[src/rtl/dmem_arb_pkg.sv]
// Shared types and default widths for the two-requester data-memory arbiter.
package dmem_arb_pkg;

    localparam int unsigned DefAddrW = 32;
    localparam int unsigned DefDataW = 32;

    typedef enum logic [1:0] {
        StIdle,
        StAccess,
        StResp
    } state_e;

    typedef enum logic {
        M0 = 1'b0,
        M1 = 1'b1
    } owner_e;

endpackage

[src/rtl/dmem_arbiter_if.sv]
// Bus bundle between two requesters (core LSU, DMA/debug) and one data memory.
// slave = arbiter view; master = requesters plus memory model view.
interface dmem_arbiter_if #(
    parameter int unsigned ADDR_W = 32,
    parameter int unsigned DATA_W = 32
);
    logic                  m0_req;
    logic                  m0_we;
    logic [ADDR_W-1:0]     m0_addr;
    logic [DATA_W-1:0]     m0_wdata;
    logic [DATA_W/8-1:0]   m0_mask;
    logic                  m0_gnt;
    logic                  m0_rvalid;
    logic [DATA_W-1:0]     m0_rdata;

    logic                  m1_req;
    logic                  m1_we;
    logic [ADDR_W-1:0]     m1_addr;
    logic [DATA_W-1:0]     m1_wdata;
    logic [DATA_W/8-1:0]   m1_mask;
    logic                  m1_gnt;
    logic                  m1_rvalid;
    logic [DATA_W-1:0]     m1_rdata;

    logic                  mem_cs;
    logic                  mem_rd_en;
    logic                  mem_wr_en;
    logic [ADDR_W-1:0]     mem_addr;
    logic [DATA_W-1:0]     mem_wdata;
    logic [DATA_W/8-1:0]   mem_mask;
    logic [DATA_W-1:0]     mem_rdata;

    modport slave (
        input  m0_req, m0_we, m0_addr, m0_wdata, m0_mask,
        output m0_gnt, m0_rvalid, m0_rdata,
        input  m1_req, m1_we, m1_addr, m1_wdata, m1_mask,
        output m1_gnt, m1_rvalid, m1_rdata,
        output mem_cs, mem_rd_en, mem_wr_en, mem_addr, mem_wdata, mem_mask,
        input  mem_rdata
    );

    modport master (
        output m0_req, m0_we, m0_addr, m0_wdata, m0_mask,
        input  m0_gnt, m0_rvalid, m0_rdata,
        output m1_req, m1_we, m1_addr, m1_wdata, m1_mask,
        input  m1_gnt, m1_rvalid, m1_rdata,
        input  mem_cs, mem_rd_en, mem_wr_en, mem_addr, mem_wdata, mem_mask,
        output mem_rdata
    );

endinterface

[src/rtl/arb_pick2.sv]
// Combinational 2-way picker: a tie goes to whichever requester is not last_owner.
module arb_pick2
    import dmem_arb_pkg::*;
(
    input  logic   req0,
    input  logic   req1,
    input  owner_e last_owner,
    output owner_e winner
);

    always_comb begin
        winner = M0;
        if (req0 && req1) begin
            winner = (last_owner == M0) ? M1 : M0;
        end else if (req1) begin
            winner = M1;
        end
    end

endmodule

[src/rtl/dmem_arbiter.sv]
// Two-requester data-memory arbiter, one access in flight (IDLE -> ACCESS [-> RESP]).
// Define DMEM_ARB_RR_EN for round-robin tie-break; default is fixed priority to m0.
module dmem_arbiter
    import dmem_arb_pkg::*;
#(
    parameter int unsigned ADDR_W = DefAddrW,
    parameter int unsigned DATA_W = DefDataW
) (
    input  logic          clk,
    input  logic          reset,
    dmem_arbiter_if.slave bus
);

    localparam int unsigned MaskW = DATA_W / 8;

    state_e              state_q, state_d;
    owner_e              owner_q;
    logic                we_q;
    logic [ADDR_W-1:0]   addr_q;
    logic [DATA_W-1:0]   wdata_q;
    logic [MaskW-1:0]    mask_q;
    logic [DATA_W-1:0]   rdata0_q, rdata1_q;

    owner_e              last_owner;
    owner_e              winner;
    logic                load_cmd;
    logic                win_we;
    logic [ADDR_W-1:0]   win_addr;
    logic [DATA_W-1:0]   win_wdata;
    logic [MaskW-1:0]    win_mask;
    logic                in_access, in_resp;

`ifdef DMEM_ARB_RR_EN
    owner_e last_owner_q;

    always_ff @(posedge clk or negedge reset) begin
        if (!reset) begin
            last_owner_q <= M1;
        end else if (load_cmd) begin
            last_owner_q <= winner;
        end
    end

    assign last_owner = last_owner_q;
`else
    // Pretending m1 always went last makes the picker favour m0 on every tie.
    assign last_owner = M1;
`endif

    arb_pick2 u_pick (
        .req0       (bus.m0_req),
        .req1       (bus.m1_req),
        .last_owner (last_owner),
        .winner     (winner)
    );

    always_comb begin
        win_we    = bus.m0_we;
        win_addr  = bus.m0_addr;
        win_wdata = bus.m0_wdata;
        win_mask  = bus.m0_mask;
        if (winner == M1) begin
            win_we    = bus.m1_we;
            win_addr  = bus.m1_addr;
            win_wdata = bus.m1_wdata;
            win_mask  = bus.m1_mask;
        end
    end

    always_comb begin
        state_d  = state_q;
        load_cmd = 1'b0;
        unique case (state_q)
            StIdle: begin
                if (bus.m0_req || bus.m1_req) begin
                    state_d  = StAccess;
                    load_cmd = 1'b1;
                end
            end
            StAccess: state_d = we_q ? StIdle : StResp;
            StResp:   state_d = StIdle;
            default:  state_d = StIdle;
        endcase
    end

    always_ff @(posedge clk or negedge reset) begin
        if (!reset) begin
            state_q  <= StIdle;
            owner_q  <= M0;
            we_q     <= 1'b0;
            addr_q   <= '0;
            wdata_q  <= '0;
            mask_q   <= '0;
            rdata0_q <= '0;
            rdata1_q <= '0;
        end else begin
            state_q <= state_d;
            if (load_cmd) begin
                owner_q <= winner;
                we_q    <= win_we;
                addr_q  <= win_addr;
                wdata_q <= win_wdata;
                mask_q  <= win_mask;
            end
            if (in_access && !we_q) begin
                if (owner_q == M0) begin
                    rdata0_q <= bus.mem_rdata;
                end else begin
                    rdata1_q <= bus.mem_rdata;
                end
            end
        end
    end

    // All strobes decode from the async-reset state, so reset kills them at once.
    assign in_access = (state_q == StAccess);
    assign in_resp   = (state_q == StResp);

    assign bus.mem_cs    = in_access;
    assign bus.mem_wr_en = in_access && we_q;
    assign bus.mem_rd_en = in_access && !we_q;
    assign bus.mem_addr  = addr_q;
    assign bus.mem_wdata = wdata_q;
    assign bus.mem_mask  = mask_q;

    assign bus.m0_gnt    = in_access && (owner_q == M0);
    assign bus.m1_gnt    = in_access && (owner_q == M1);
    assign bus.m0_rvalid = in_resp && (owner_q == M0);
    assign bus.m1_rvalid = in_resp && (owner_q == M1);
    assign bus.m0_rdata  = rdata0_q;
    assign bus.m1_rdata  = rdata1_q;

endmodule

[src/flat_wrapper.sv]
// flat-port wrapper written by rule: the top's interface ports become plain ports
module dmem_arbiter_flat import dmem_arb_pkg::*;
#(
    parameter int unsigned ADDR_W = DefAddrW,
    parameter int unsigned DATA_W = DefDataW
)
  (clk, reset, bus_m0_req, bus_m0_we, bus_m0_addr, bus_m0_wdata, bus_m0_mask, bus_m0_gnt, bus_m0_rvalid, bus_m0_rdata, bus_m1_req, bus_m1_we, bus_m1_addr, bus_m1_wdata, bus_m1_mask, bus_m1_gnt, bus_m1_rvalid, bus_m1_rdata, bus_mem_cs, bus_mem_rd_en, bus_mem_wr_en, bus_mem_addr, bus_mem_wdata, bus_mem_mask, bus_mem_rdata);
  dmem_arbiter_if #(.ADDR_W(ADDR_W), .DATA_W(DATA_W)) bus_i ();
  input  logic clk;
  input  logic reset;
  input wire logic [$bits(bus_i.m0_req)-1:0] bus_m0_req;
  input wire logic [$bits(bus_i.m0_we)-1:0] bus_m0_we;
  input wire logic [$bits(bus_i.m0_addr)-1:0] bus_m0_addr;
  input wire logic [$bits(bus_i.m0_wdata)-1:0] bus_m0_wdata;
  input wire logic [$bits(bus_i.m0_mask)-1:0] bus_m0_mask;
  output wire logic [$bits(bus_i.m0_gnt)-1:0] bus_m0_gnt;
  output wire logic [$bits(bus_i.m0_rvalid)-1:0] bus_m0_rvalid;
  output wire logic [$bits(bus_i.m0_rdata)-1:0] bus_m0_rdata;
  input wire logic [$bits(bus_i.m1_req)-1:0] bus_m1_req;
  input wire logic [$bits(bus_i.m1_we)-1:0] bus_m1_we;
  input wire logic [$bits(bus_i.m1_addr)-1:0] bus_m1_addr;
  input wire logic [$bits(bus_i.m1_wdata)-1:0] bus_m1_wdata;
  input wire logic [$bits(bus_i.m1_mask)-1:0] bus_m1_mask;
  output wire logic [$bits(bus_i.m1_gnt)-1:0] bus_m1_gnt;
  output wire logic [$bits(bus_i.m1_rvalid)-1:0] bus_m1_rvalid;
  output wire logic [$bits(bus_i.m1_rdata)-1:0] bus_m1_rdata;
  output wire logic [$bits(bus_i.mem_cs)-1:0] bus_mem_cs;
  output wire logic [$bits(bus_i.mem_rd_en)-1:0] bus_mem_rd_en;
  output wire logic [$bits(bus_i.mem_wr_en)-1:0] bus_mem_wr_en;
  output wire logic [$bits(bus_i.mem_addr)-1:0] bus_mem_addr;
  output wire logic [$bits(bus_i.mem_wdata)-1:0] bus_mem_wdata;
  output wire logic [$bits(bus_i.mem_mask)-1:0] bus_mem_mask;
  input wire logic [$bits(bus_i.mem_rdata)-1:0] bus_mem_rdata;
  assign bus_i.m0_req = bus_m0_req;
  assign bus_i.m0_we = bus_m0_we;
  assign bus_i.m0_addr = bus_m0_addr;
  assign bus_i.m0_wdata = bus_m0_wdata;
  assign bus_i.m0_mask = bus_m0_mask;
  assign bus_m0_gnt = bus_i.m0_gnt;
  assign bus_m0_rvalid = bus_i.m0_rvalid;
  assign bus_m0_rdata = bus_i.m0_rdata;
  assign bus_i.m1_req = bus_m1_req;
  assign bus_i.m1_we = bus_m1_we;
  assign bus_i.m1_addr = bus_m1_addr;
  assign bus_i.m1_wdata = bus_m1_wdata;
  assign bus_i.m1_mask = bus_m1_mask;
  assign bus_m1_gnt = bus_i.m1_gnt;
  assign bus_m1_rvalid = bus_i.m1_rvalid;
  assign bus_m1_rdata = bus_i.m1_rdata;
  assign bus_mem_cs = bus_i.mem_cs;
  assign bus_mem_rd_en = bus_i.mem_rd_en;
  assign bus_mem_wr_en = bus_i.mem_wr_en;
  assign bus_mem_addr = bus_i.mem_addr;
  assign bus_mem_wdata = bus_i.mem_wdata;
  assign bus_mem_mask = bus_i.mem_mask;
  assign bus_i.mem_rdata = bus_mem_rdata;
  dmem_arbiter #(.ADDR_W(ADDR_W), .DATA_W(DATA_W)) u_core (.clk(clk), .reset(reset), .bus(bus_i));
endmodule
[config.mk]
export PLATFORM = sky130hd
export DESIGN_NAME = dmem_arbiter_flat
export DESIGN_NICKNAME = d
export VERILOG_FILES = /design/src/rtl/dmem_arb_pkg.sv /design/src/rtl/dmem_arbiter_if.sv /design/src/rtl/arb_pick2.sv /design/src/rtl/dmem_arbiter.sv /design/src/flat_wrapper.sv
export SDC_FILE = /design/constraint.sdc
export NUM_CORES = 1
export LEC_CHECK = 0
export ABC_AREA = 1
export BUFFER_PORTS_ARGS = -buffer_cell sky130_fd_sc_hd__clkbuf_2
export CAP_MARGIN = 20
export CORE_AREA = 4 4 137 113
export CTS_BUF_LIST = sky130_fd_sc_hd__clkbuf_16
export DETAILED_ROUTE_END_ITERATION = 6
export DIE_AREA = 0 0 141 117
export PLACE_DENSITY_LB_ADDON = 0.2
export SYNTH_ARGS = -nofsm -noshare
export SYNTH_HDL_FRONTEND = slang
export SYNTH_SLANG_ARGS = --single-unit
[constraint.sdc]
create_clock -name clk -period 1.77 [get_ports clk]
set_clock_uncertainty 0.1 [all_clocks]
set_input_delay 0 -clock clk [delete_from_list [all_inputs] [get_ports clk]]
set_output_delay 0 -clock clk [all_outputs]
set_load 0.01 [all_outputs]
==> impl_metrics.csv <==
group,metric,value,unit
run_status,outcome,"completed",
clock_tree,path_clk_slew,0.06,ns
placed_design,placed_area,8080,um^2
power,total_power,16.0,mW
global_routing,grt_usage,27.7,%
worst_setup_path,r2r-start,"u_core.state_q[1]$_DFFE_PN0P_",
cells_and_area,fillers,1026,
synth,syn_area,6350,um^2
global_routing,gr-total-overflow,0,
power,p_switching,6.48,mW
floorplanning,start_util,45.2,%
worst_setup_path,path_cells,"inv_2 -> nor2_4 -> inv_1 -> nor2_1 -> clkbuf_2",
sta,max-slew-margin-rel,61.4,%
sta,hold_viol_final,0,
sta,tns,0,ns
worst_setup_path,cp.arrival,1.51,ns
synth,ys_ff_latch,136,
synth,syn_avg_cell_area,7.66,um^2
routing,drt_pass1_iterations,5,
cells_and_area,syn2layout_area_growth,63.8,%
sta,min_period_over_period,91.0,%
power,comb_power_share,42.7,%
placed_design,dpl_worst_slack,0.297,ns
power,p_sw_share,40.4,%
power,clockPowerShare,22.7,%
placed_design,io_buffers,312,
synth,ys_seq_area_share,53.6,%
worst_setup_path,cp_top_family,"flip-flops",
clock_tree,insertion_delay,0.40,ns
floorplanning,die_y,117,um
worst_setup_path,critical_path.slowest_cell,"dfrtp_1",
routing,drc,0,
routing,routed_wirelength,23000,um
worst_setup_path,worst-path-buf-inv,3,
hold_path,hold_depth,4,
floorplanning,num_rows,39,
worst_setup_path,worstPathRequired,1.67,ns
cells_and_area,post-route-util,74.0,%
cells_and_area,mostFrequentLayoutCells,"nand2_1, clkbuf_2, dlygate4sd3_1",
global_routing,grt_max_degree,71,
placed_design,gp_congestion,0.850,
synth,synth_nets,1003,
worst_setup_path,r2r_slack,0.29,ns
sta,worstMarginPinSlew,0.576,ns
worst_setup_path,critPathLaunchType,"flip-flop",
clock_tree,cts-htree-levels,4,
worst_setup_path,r2r_cells,5,
routing,via_count,7512,
power,vdd_drop_max,0.000918,V
synth,yosysWarnings,0,
sta,setup_ws,0.159,ns
power,p_int,9.57,mW
worst_setup_path,r2r_end,"u_core.bus.mem_wdata[14]$_DFFE_PN0P_",
worst_setup_path,end_kind,"output pin",
cells_and_area,final_common_cell,"nand2_1",
sta,rsz0062_at_grt,"false",
synth,synthCells,829,
power,pwr-share-seq,34.6,%
synth,ys_types,17,
cells_and_area,drive_above_1_share,27.9,%
global_routing,grt_pass1_wl,36800,um
clock_tree,cts_root_buf,"clkbuf_16",
floorplanning,core,14100,um^2
floorplanning,die_x,141,um
routing,via_per_inst,5.07,
power,pwr_density_cell,1540,nW/um^2
routing,drtAntennaViolNets,0,
routing,drt-initial-drc-count,553,
worst_setup_path,criticalPathCategory,"flip-flop to output pin",
sta,period_needed,1.61,ns
worst_setup_path,path_max_fanout,5,
worst_setup_path,critPathMaxStageDelay,0.40,ns
cells_and_area,fin_area,10400,um^2
global_routing,first_global_vias,7509,
cells_and_area,nets,1460,
sta,drv_slew,0,
hold_path,hold_path_end,"u_core.bus.mem_wdata[26]$_DFFE_PN0P_",
worst_setup_path,crit_cells,5,
run,maxCapViolCount,0,
floorplanning,die_area,16500,um^2
global_routing,antenna_found_initial,0,
sta,setup-violations-final,0,
routing,wire_per_inst,15.5,um
clock_tree,clkSinkCount,136,
clock_tree,cts_tree,"done",
hold_path,worst_hold_startpoint,"bus_m0_req",
clock_tree,cts_made_buffers,17,
floorplanning,io_pins,313,
placed_design,hpwlAfterDp,14200,um
hold_path,hold_path.class,"input pin to flip-flop",
cells_and_area,n_antenna_cell,0,
power,p_leak,5.93,nW
clock_tree,cts_buffer_depth,2,
sta,max_freq,0.621,GHz
[metrics by stage]
step | hold WS (ns) | cells
finish | 0.0221 | 1483
global route | 0.0417 | 1483
CTS | 0.0105 | 1483
detailed placement | -0.285 | 1279
global placement | -0.287 | 1279
floorplan | -0.396 | 829
[worst register-to-register path, stage by stage (launching register included)]
cell,delay (ns)
dfrtp_1,0.41
nor2_1,0.23
o21ai_4,0.22
buf_12,0.24
nand2_1,0.11
nand2_1,0.06
[power groups by stage]
stage	clock [mW]	sequential [mW]	combinational [mW]
floorplan	0	6.11	3.01
global placement	0	5.53	6.33
detailed placement	0	5.52	6.48
CTS	3.72	5.52	6.81
global route	3.85	5.71	7.62
finish	3.64	5.55	6.85
[synthesized netlist by cell type]
cell type / n / area share (%)
nor3_1: 2 / 0.16
dfrtp_1: 136 / 54
nor2_4: 1 / 0.18
clkbuf_1: 15 / 0.89
nand4_1: 64 / 6.3
inv_2: 3 / 0.18
buf_1: 5 / 0.30
nand2_1: 473 / 28
nor2_1: 8 / 0.47
o21ai_2: 1 / 0.14
inv_1: 4 / 0.24
buf_2: 34 / 2.7
buf_4: 9 / 1.1
a21oi_1: 1 / 0.079
nand2_2: 1 / 0.099
nand3_1: 71 / 5.6
nor2_2: 1 / 0.099
[cells by family after synthesis]
| logic type | Yosys count | share of synthesized area, % |
|---|---|---|
| buf+inv | 70 | 5.34 |
| simple gates | 621 | 40.9 |
| flops | 136 | 53.6 |
| compound gates | 2 | 0.217 |
[flip-flops by register name, summed over array words and instances (netlist names)]
signal / flops
u_core.bus.m0_rdata: 32
u_core.bus.m1_rdata: 32
u_core.bus.mem_addr: 32
u_core.bus.mem_mask: 4
u_core.bus.mem_wdata: 32
u_core.owner_q: 1
u_core.state_q: 2
u_core.we_q: 1
[worst max path at each step]
stage                                       start                             endpoint  slack [ns]
floorplan              u_core.owner_q$_DFFE_PN0P_  u_core.bus.m0_rdata[10]$_DFFE_PN0P_        0.54
global placement    u_core.state_q[1]$_DFFE_PN0P_  u_core.bus.mem_addr[22]$_DFFE_PN0P_        0.33
detailed placement  u_core.state_q[1]$_DFFE_PN0P_  u_core.bus.mem_addr[24]$_DFFE_PN0P_        0.30
CTS                 u_core.state_q[0]$_DFFE_PN0P_                        bus_mem_rd_en        0.14
global route        u_core.state_q[0]$_DFFE_PN0P_                        bus_mem_rd_en        0.08
finish              u_core.state_q[0]$_DFFE_PN0P_                        bus_mem_rd_en        0.16
[area by class of cell]
type / count / area [um^2] / share of cell area (%)
Timing Repair Buffer: 501 / 3520 / 33.8
Sequential cell: 136 / 3400 / 32.7
Multi-Input combinational cell: 623 / 2620 / 25.2
Clock buffer: 17 / 425 / 4.09
Tap cell: 184 / 230 / 2.21
Clock inverter: 15 / 183 / 1.76
Inverter: 7 / 26.3 / 0.252
[layer usage]
metal / global-route usage, % / routed length (um) / part of all wire, % / up-vias
met4: 11.9 / 788 / 3.4 / 0
li1: - / - / - / 3566
met2: 47.5 / 11300 / 49 / 377
met1: 34.5 / 9050 / 39 / 3504
met5: 0 / 0 / 0 / -
met3: 5.97 / 1800 / 7.8 / 65
[repair_timing]
item / in CTS / in global routing
hold buffers: 172 / 0
gates resized for setup: 0 / 0
endpoints found under the hold margin: 269 / 0
buffers inserted: 0 / 0
Note: power is estimated with default switching activity, not from simulation.
